===== src/rtl/sudoku_load_seq_pkg.sv =====
// sudoku_load_seq_pkg: state encodings and grid limits shared by the puzzle loader and the solver.
package sudoku_load_seq_pkg;
  typedef enum logic [3:0] {
    S_IDLE, S_RESTART, S_WAIT_LOAD, S_FETCH, S_LATCH, S_ENTER,
    S_ADVANCE, S_START, S_SOLVE, S_DONE, S_ERR
  } state_t;
  localparam logic [6:0]  CELLS_LAST = 7'd80;
  localparam logic [3:0]  GRID_LAST  = 4'd8;
  localparam logic [23:0] SOLVE_MAX  = 24'hFFFFFF;
  function automatic logic [3:0] clamp_digit(input logic [3:0] v);
    return (v > 4'd9) ? 4'd0 : v;
  endfunction
endpackage


===== src/rtl/sudoku_load_seq_sat_counter.sv =====
// sat_counter: up-counter that clears to CLR_VAL and sticks at all-ones.
module sat_counter #(
  parameter int W = 24,
  parameter logic [W-1:0] CLR_VAL = '0
) (
  input  logic         clk,
  input  logic         rst_n,
  input  logic         clr,
  input  logic         en,
  output logic [W-1:0] cnt,
  output logic         sat
);
  logic [W-1:0] cnt_q, cnt_d;
  assign cnt = cnt_q;
  assign sat = &cnt_q;
  always_comb cnt_d = clr ? CLR_VAL : (en && !sat) ? cnt_q + 1'b1 : cnt_q;
  always_ff @(posedge clk or negedge rst_n)
    if (!rst_n) cnt_q <= '0;
    else cnt_q <= cnt_d;
endmodule


===== src/rtl/sudoku_load_seq.sv =====
// sudoku_load_seq: walks the puzzle ROM into the solver cell by cell, starts it and reports the outcome.
module sudoku_load_seq
  import sudoku_load_seq_pkg::*;
#(
  parameter logic [23:0] SOLVE_BASE = '0
) (
  input  logic        clk,
  input  logic        rst_n,
  input  logic        go,
  input  logic        abort,
  output logic [6:0]  cell_addr,
  input  logic [3:0]  cell_data,
  output logic        sol_next,
  output logic        sol_enter,
  output logic        sol_start,
  output logic        sol_prev,
  output logic        sol_single,
  output logic [3:0]  sol_value,
  input  logic        sol_load,
  input  logic        sol_disp,
  input  logic        sol_fail,
  input  logic [3:0]  sol_row,
  input  logic [3:0]  sol_col,
  output logic        busy,
  output logic        solved,
  output logic        failed,
  output logic        timeout,
  output logic        pos_err,
  output logic [23:0] solve_cycles
);
  state_t     state_q, state_d;
  logic [6:0] addr_q, addr_d, cell_addr_q, cell_addr_d;
  logic [3:0] row_q, row_d, col_q, col_d, sol_value_q, sol_value_d;
  logic       next_q, next_d, enter_q, enter_d, start_q, start_d, busy_q, busy_d;
  logic       solved_q, solved_d, failed_q, failed_d, timeout_q, timeout_d, pos_err_q, pos_err_d;
  logic       rdy_q, cnt_clr, cnt_en, cnt_sat;

  always_comb begin
    state_d     = state_q;
    addr_d      = addr_q;
    row_d       = row_q;
    col_d       = col_q;
    sol_value_d = sol_value_q;
    next_d      = 1'b0;
    enter_d     = 1'b0;
    start_d     = 1'b0;
    cnt_clr     = 1'b0;
    solved_d    = solved_q;
    failed_d    = failed_q;
    timeout_d   = timeout_q;
    pos_err_d   = pos_err_q;
    if (abort) state_d = S_IDLE;
    else case (state_q)
      S_IDLE, S_DONE, S_ERR: if (go && rdy_q) begin
        {solved_d, failed_d, timeout_d, pos_err_d} = '0;
        addr_d  = '0;
        row_d   = '0;
        col_d   = '0;
        cnt_clr = 1'b1;
        state_d = (sol_disp || sol_fail) ? S_RESTART : S_WAIT_LOAD;
      end
      S_RESTART: begin
        start_d = 1'b1;
        state_d = S_WAIT_LOAD;
      end
      S_WAIT_LOAD: state_d = sol_load ? S_FETCH : S_WAIT_LOAD;
      S_FETCH: state_d = S_LATCH;
      S_LATCH: begin
        sol_value_d = clamp_digit(cell_data);
        state_d     = S_ENTER;
      end
      S_ENTER: begin
        pos_err_d = {sol_row, sol_col} != {row_q, col_q};
        enter_d   = !pos_err_d;
        state_d   = pos_err_d ? S_ERR : S_ADVANCE;
      end
      S_ADVANCE: if (addr_q == CELLS_LAST) state_d = S_START;
      else begin
        next_d  = 1'b1;
        addr_d  = addr_q + 7'd1;
        col_d   = (col_q == GRID_LAST) ? 4'd0 : col_q + 4'd1;
        row_d   = (col_q == GRID_LAST) ? row_q + 4'd1 : row_q;
        state_d = S_FETCH;
      end
      S_START: begin
        start_d = 1'b1;
        cnt_clr = 1'b1;
        state_d = S_SOLVE;
      end
      S_SOLVE: begin
        solved_d  = sol_disp;
        failed_d  = !sol_disp && sol_fail;
        timeout_d = !sol_disp && !sol_fail && cnt_sat;
        state_d   = (sol_disp || sol_fail || cnt_sat) ? S_DONE : S_SOLVE;
      end
      default: state_d = S_IDLE;
    endcase
    cell_addr_d = (state_d == S_FETCH) ? addr_d : cell_addr_q;
    busy_d      = !(state_d inside {S_IDLE, S_DONE, S_ERR});
  end

  assign cnt_en = (state_q == S_SOLVE) && !abort;

  sat_counter #(.W(24), .CLR_VAL(SOLVE_BASE)) u_cnt (
    .clk  (clk),
    .rst_n(rst_n),
    .clr  (cnt_clr),
    .en   (cnt_en),
    .cnt  (solve_cycles),
    .sat  (cnt_sat)
  );

  always_ff @(posedge clk or negedge rst_n)
    if (!rst_n) begin
      state_q     <= S_IDLE;
      rdy_q       <= 1'b0;
      addr_q      <= '0;
      row_q       <= '0;
      col_q       <= '0;
      cell_addr_q <= '0;
      sol_value_q <= '0;
      next_q      <= 1'b0;
      enter_q     <= 1'b0;
      start_q     <= 1'b0;
      busy_q      <= 1'b0;
      solved_q    <= 1'b0;
      failed_q    <= 1'b0;
      timeout_q   <= 1'b0;
      pos_err_q   <= 1'b0;
    end else begin
      state_q     <= state_d;
      rdy_q       <= 1'b1;
      addr_q      <= addr_d;
      row_q       <= row_d;
      col_q       <= col_d;
      cell_addr_q <= cell_addr_d;
      sol_value_q <= sol_value_d;
      next_q      <= next_d;
      enter_q     <= enter_d;
      start_q     <= start_d;
      busy_q      <= busy_d;
      solved_q    <= solved_d;
      failed_q    <= failed_d;
      timeout_q   <= timeout_d;
      pos_err_q   <= pos_err_d;
    end

  assign cell_addr  = cell_addr_q;
  assign sol_value  = sol_value_q;
  assign sol_next   = next_q;
  assign sol_enter  = enter_q;
  assign sol_start  = start_q;
  assign sol_prev   = 1'b0;
  assign sol_single = 1'b0;
  assign busy       = busy_q;
  assign solved     = solved_q;
  assign failed     = failed_q;
  assign timeout    = timeout_q;
  assign pos_err    = pos_err_q;
endmodule


===== config.mk =====
export PLATFORM = sky130hd
export DESIGN_NAME = sudoku_load_seq
export DESIGN_NICKNAME = d
export VERILOG_FILES = /design/src/rtl/sudoku_load_seq_pkg.sv /design/src/rtl/sudoku_load_seq_sat_counter.sv /design/src/rtl/sudoku_load_seq.sv
export SDC_FILE = /design/constraint.sdc
export NUM_CORES = 1
export LEC_CHECK = 0
export BUFFER_PORTS_ARGS = -buffer_cell sky130_fd_sc_hd__buf_2
export CORE_ASPECT_RATIO = 1.4
export CORE_MARGIN = 4
export CORE_UTILIZATION = 40
export CTS_BUF_LIST = sky130_fd_sc_hd__clkbuf_8
export DETAILED_ROUTE_END_ITERATION = 16
export GPL_TIMING_DRIVEN = 0
export MAX_ROUTING_LAYER = met4
export SETUP_SLACK_MARGIN = 0.4
export SKIP_CTS_REPAIR_TIMING = 1
export SLEW_MARGIN = 20
export SYNTH_ARGS = -nofsm -noshare
export SYNTH_HDL_FRONTEND = slang
export SYNTH_SLANG_ARGS = --single-unit

===== constraint.sdc =====
create_clock -name clk -period 2.19 [get_ports clk]
set_input_delay 0.438 -clock clk [delete_from_list [all_inputs] [get_ports clk]]
set_output_delay 0.438 -clock clk [all_outputs]
set_load 0.01 [all_outputs]

# Word level (Yosys, flattened, before mapping)
# Cells that the tools add are included.
[totals]
register_bits = 63
output_inout_bits = 45
elab_cells = 107
input_bits = 19
[classes]
n_mux = 37
eq_ne = 19
bitwise_logic = 1
addsub = 4
n_lt_le_gt_ge = 1
n_reduce_logical = 29
[ops]
columns = ["operator", "n"]
rows = [
  ["24-bit two-way mux", 2],
  ["4-bit two-way mux", 9],
  ["4-bit case mux with 9 select lines", 1],
  ["24-bit by 1-bit adder with 24-bit output (second input constant)", 1],
  ["4-bit == test (second input constant)", 6],
  ["24-bit AND reduction", 1],
  ["7-bit two-way mux", 3],
  ["4-bit by 3-bit == test with 1-bit output (second input constant)", 4],
  ["4-bit case mux with 2 select lines", 2],
  ["7-bit case mux with 2 select lines", 1],
  ["4-bit by 2-bit == test with 1-bit output (second input constant)", 3],
  ["1-bit two-way mux", 12],
  ["1-bit case mux with 2 select lines", 5],
  ["4-bit by 1-bit adder with 4-bit output (second input constant)", 2],
  ["4-bit logical NOT", 2],
  ["8-bit != test", 1],
  ["2-bit nonzero test", 4],
  ["7-bit by 1-bit adder with 7-bit output (second input constant)", 1],
  ["7-bit == test (second input constant)", 1],
  ["1-bit logical AND", 6],
  ["1-bit logical NOT", 6],
  ["2-bit != test (second input constant)", 3],
  ["3-bit AND reduction", 2],
  ["5-bit AND reduction", 1],
  ["11 further kinds", 12],
]

# Depth between registers and ports, before layout
[logic_depth]
depth_word = 8
depth_mapped = 8
mapped_depth_nobuf = 8

# Modules after synthesis
# A second synthesis with hierarchy kept.
[unflattened]
hier_cells = 362
area_unflattened_um2 = 3564.7
[modules_own_cells]
columns = ["mod", "cells_each", "n_inst", "area_each_um2", "seq_area_each_um2"]
rows = [
  ["sudoku_load_seq", 222, 1, 2224.6, 975.9],
  ["sat_counter", 140, 1, 1340.0, 600.6],
]

# Worst setup path before layout
# Ideal clock, no wire load.
[synth_timing]
path_type = "reg2reg"
start = "reg u_cnt.cnt_q[0] (netlist: u_cnt.cnt[0])"
end = "reg cell_addr_q[0] (netlist: cell_addr[0])"
stages_incl_launch_ff = 7
n_path_buf = 0
required_ns = 2.065
arrival_time_ns = 2.113
path_slack_ns = -0.047
setup_ns = 0.125
synth_period_minus_slack_ns = 2.237
path_cell_list = "dfrtp_1 -> ha_1 -> nand3_1 -> or4_4 -> o311ai_4 -> nand4_4 -> mux2_2"
[synth_via]
elab_chain_cells = 6
[synth_rtl]
columns = ["element", "line", "source"]
rows = [
  ["start: declaration", "sudoku_load_seq_sat_counter.sv:13", "logic [W-1:0] cnt_q, cnt_d;"],
  ["start signal: assignment", "sudoku_load_seq_sat_counter.sv:19", "else cnt_q <= cnt_d;"],
  ["24-bit AND reduction", "sudoku_load_seq_sat_counter.sv:15", "assign sat = &cnt_q;"],
  ["1-bit logical OR", "sudoku_load_seq.sv:94", "state_d = (sol_disp || sol_fail || cnt_sat) ? S_DONE : S_SOLVE;"],
  ["1-bit two-way mux", "sudoku_load_seq.sv:94", ""],
  ["4-bit case mux with 9 select lines", "sudoku_load_seq.sv:53", "else case (state_q)"],
  ["4-bit two-way mux", "sudoku_load_seq.sv:52", "if (abort) state_d = S_IDLE;"],
  ["4-bit by 2-bit == test with 1-bit output", "sudoku_load_seq.sv:98", "cell_addr_d = (state_d == S_FETCH) ? addr_d : cell_addr_q;"],
  ["end signal: assignment", "sudoku_load_seq.sv:136", "cell_addr_q <= cell_addr_d;"],
  ["end: declaration", "sudoku_load_seq.sv:32", "logic [6:0] addr_q, addr_d, cell_addr_q, cell_addr_d;"],
]
# Every way passes these cells.
# A chain may end at the register's enable or synchronous reset.

# Worst setup path in the final report
[layout_timing]
start = "reg u_cnt.cnt_q[1] (netlist: u_cnt.cnt[1])"
end = "reg cell_addr_q[2] (netlist: cell_addr[2])"
# The elaborated chain is that of the path after synthesis.

==> results.sh <==
export IMPL_cpMaxStageDelayCell="or4_4"
export IMPL_end_kind="flip-flop"
export IMPL_finalSetupViolCount=10
export IMPL_dr_pass1_iters=4
export IMPL_synth_distinct_cells=55
export IMPL_cts_tree="done"
export IMPL_finalWorstSetupSlack_ns=-0.107
export IMPL_yosys_area_top_type="dfrtp_1"
export IMPL_vias=3023
export IMPL_power_w=0.00268
export IMPL_synth_edf_count=0
export IMPL_final_hold_viol_count=0
export IMPL_multi_input_area_um2=2030
export IMPL_p_seq_share_pct=45.9
export IMPL_status="finished, violations left"
export IMPL_grt_antenna_before_repair=0
export IMPL_ir_worst_vdd_mv=0.527
export IMPL_cts_sinks=63
export IMPL_grt_pass1_vias=2934
export IMPL_swShare_pct=25.8
export IMPL_instances_no_fill=574
export IMPL_clk_insertion_delay_late_ns=0.36
export IMPL_hpwl_um=6110
export IMPL_pwr_share_comb_pct=12.5
export IMPL_place_congestion=0.843
export IMPL_clockPowerShare_pct=41.6
export IMPL_rows=40
export IMPL_crit_buf_inv=0
export IMPL_async_flop_share_pct=100
export IMPL_crit_chain="ha_4 > nand3_4 > or4_4 > o311ai_4 > nand4_4 > mux2_4"
export IMPL_slew_violations=0
export IMPL_whs_ns=0.329
export IMPL_syn_to_final_growth_pct=33.5
export IMPL_fmax_mhz=435
export IMPL_diodes=0
export IMPL_max_stage_delay_ns=0.52
export IMPL_min_from="cell_data[0]"
export IMPL_setup_tns_ns=-0.751
export IMPL_hold_depth=3
export IMPL_clock_path_buffers=2
export IMPL_dp_cells=534
export IMPL_synthCells=366
export IMPL_synth_area_top_cells="dfrtp_1 45%, nor2_1 4.9%, xnor2_1 4.5%"
export IMPL_grt_use_total_pct=17.7
export IMPL_internal_power_w=0.00199
export IMPL_violations="negative setup slack"
export IMPL_grt_setup_unrepaired="yes"
export IMPL_powerDensity_nw_per_um2=571
export IMPL_r2r_cells=6
export IMPL_io_buffers=61
export IMPL_min_period_ns=2.30
export IMPL_nFillCells=776
export IMPL_critPathLaunchType="flip-flop"
export IMPL_totalWireLength_um=8710
export IMPL_finalCritPeriodShare_pct=105
export IMPL_dieArea_um2=10400
export IMPL_cp_top_family="simple AND/OR/NAND/NOR gates"
export IMPL_path_clk_slew_ns=0.07
export IMPL_worst_slew_pin_slew_ns=0.849
export IMPL_drive_gt1_share_pct=37.7
export IMPL_drt_iter0_drc=139
export IMPL_nNetsFinal=489
export IMPL_regArea_um2=1590
export IMPL_reg2reg_slack_ns=-0.11
export IMPL_power_switching_w=0.000690
export IMPL_overflow=0
export IMPL_clockRootBuffer="clkbuf_8"
export IMPL_worst_path_max_fanout=7
export IMPL_leakagePower_nw=2.16
export IMPL_drc=0
export IMPL_grt_max_degree=55
export IMPL_postSynthAreaPerCell_um2=9.60
export IMPL_holdCritPathClass="primary input to flip-flop"
export IMPL_wl_per_cell_um=15.2
export IMPL_ant_nets=0
export IMPL_synth_seq_cells=63
export IMPL_cp_arrival_ns=2.54
export IMPL_core_area_um2=8560
export IMPL_maxCapViolCount=0
export IMPL_cts_inserted_buffers=9
export IMPL_final_setup_skew_ns=0.0128
export IMPL_grt_pass1_wl_um=14000
export IMPL_die_h_um=119
export IMPL_synth_top_flop_cell="dfrtp_1"
export IMPL_io_pins=64
export IMPL_timing_rr_start="u_cnt.cnt[1]$_DFFE_PN0P_"
export IMPL_hold_end="sol_value[0]$_DFFE_PN0P_"
export IMPL_synth_warnings=0
export IMPL_initial_core_util_pct=41.1
export IMPL_seq_area_frac_synth_pct=44.9
export IMPL_critPathKind="flip-flop to flip-flop"
export IMPL_viasPerCell=5.27
export IMPL_slew_headroom_pct=42.9
export IMPL_netlist_area_leader_share_pct=44.9
export IMPL_cts_htree_levels=3
export IMPL_syn_cell_area_um2=3510
export IMPL_fp_dieW_um=87.2
export IMPL_worstPathRequired_ns=2.43
export IMPL_r2r_end="cell_addr[2]$_DFFE_PN0N_"
==> power by group through the flow <==
stage               combinational, W  clock, W  sequential, W
floorplan                   0.000155         0        0.00126
global placement            0.000283         0        0.00125
detailed placement          0.000292         0        0.00125
CTS                         0.000293   0.00115        0.00123
global route                0.000368   0.00120        0.00123
finish                      0.000334   0.00111        0.00123
==> metrics by stage <==
stage,utilization (%),instance area (um^2),worst slack [ns]
after global placement,46.6,3990,-0.165
after global routing,54.8,4690,-0.163
after floorplan,-,3550,0.0652
final,54.8,4690,-0.107
after CTS,49.5,4230,-0.220
after detailed placement,47.0,4020,-0.200
==> logic make-up (layout without fill, tap and decap cells) <==
logic type	after synthesis	count (layout)	synth area share, %
AO/OA/AOI/OAI	74	74	13.6
XOR/XNOR	30	30	7.48
adder cells (fa/ha/maj)	7	7	2.42
buffers and inverters	30	132	4.91
flip-flops	63	63	44.9
multiplexers	11	11	3.45
other	2	3	0.214
AND/OR/NAND/NOR	149	149	23.0
==> cells in the mapped netlist (all sizes together), types with 2 or more instances <==
cell,number
o22ai,6
a21oi,20
nand2,26
or3,7
or4,4
buf,10
a2bb2oi,2
clkbuf,3
nor4,3
and2,4
or4b,2
o41ai,2
xor2,12
nand3b,4
and4bb,2
or2,4
and3,2
nor3,9
nand2b,5
conb,2
inv,17
a21o,5
nand3,10
mux2,9
a22o,3
o31ai,4
nor2b,3
ha,6
nor2,46
nand4,16
a31oi,2
o21ai,21
dfrtp,63
xnor2,18
mux2i,2
==> worst register-to-register path, cell delays in order (launching register included) <==
cell and delay (ns):
dfrtp_1 0.42, ha_4 0.18, nand3_4 0.09, or4_4 0.52, o311ai_4 0.40, nand4_4 0.22, mux2_4 0.36
==> layer usage <==
layer	track usage, %	vias up	part of all wire, %
li1	-	1496	-
met1	21.2	1442	42
met2	27.9	73	50
met3	4.43	12	5.7
met4	7.49	0	2.0
met5	-	-	0
==> how the worst max path moves through the flow <==
stage	start	end	slack, ns	cells past startpoint
floorplan	state_q[1]$_DFF_PN0_	u_cnt.cnt[23]$_DFFE_PN0P_	0.07	7
CTS	u_cnt.cnt[0]$_DFFE_PN0P_	cell_addr[2]$_DFFE_PN0N_	-0.22	6
finish	u_cnt.cnt[1]$_DFFE_PN0P_	cell_addr[2]$_DFFE_PN0N_	-0.11	6
global placement	u_cnt.cnt[0]$_DFFE_PN0P_	cell_addr[2]$_DFFE_PN0N_	-0.17	6
detailed placement	u_cnt.cnt[0]$_DFFE_PN0P_	cell_addr[2]$_DFFE_PN0N_	-0.20	6
global route	u_cnt.cnt[13]$_DFFE_PN0P_	cell_addr[2]$_DFFE_PN0N_	-0.16	5
==> cells in the final DEF, fill, tap and decap left out, drive strengths merged, types with 12 or more instances in the layout <==
cell type,n
o21ai,21
inv,18
xnor2,18
nor2,46
dfrtp,63
clkbuf,12
buf,95
a21oi,20
xor2,12
nand4,16
nand2,26
==> registers in the layout (all words and copies together), names as in the netlist <==
name / count
u_cnt.cnt: 24
addr_q: 7
cell_addr: 7
col_q: 4
row_q: 4
sol_value: 4
state_q: 4
busy: 1
failed: 1
pos_err: 1
rdy_q: 1
sol_enter: 1
sol_next: 1
sol_start: 1
solved: 1
timeout: 1
==> final cells by class <==
cell class                      count  share of cell area, %
Sequential cell                    63                   33.8
Multi-Input combinational cell    274                   43.3
Inverter                           17                   1.36
Buffer                             13                   2.53
Timing Repair Buffer               86                   11.7
Tap cell                          105                   2.80
Clock inverter                      7                   1.89
Clock buffer                        9                   2.64
No activity file was read; power rests on OpenSTA's default activity.
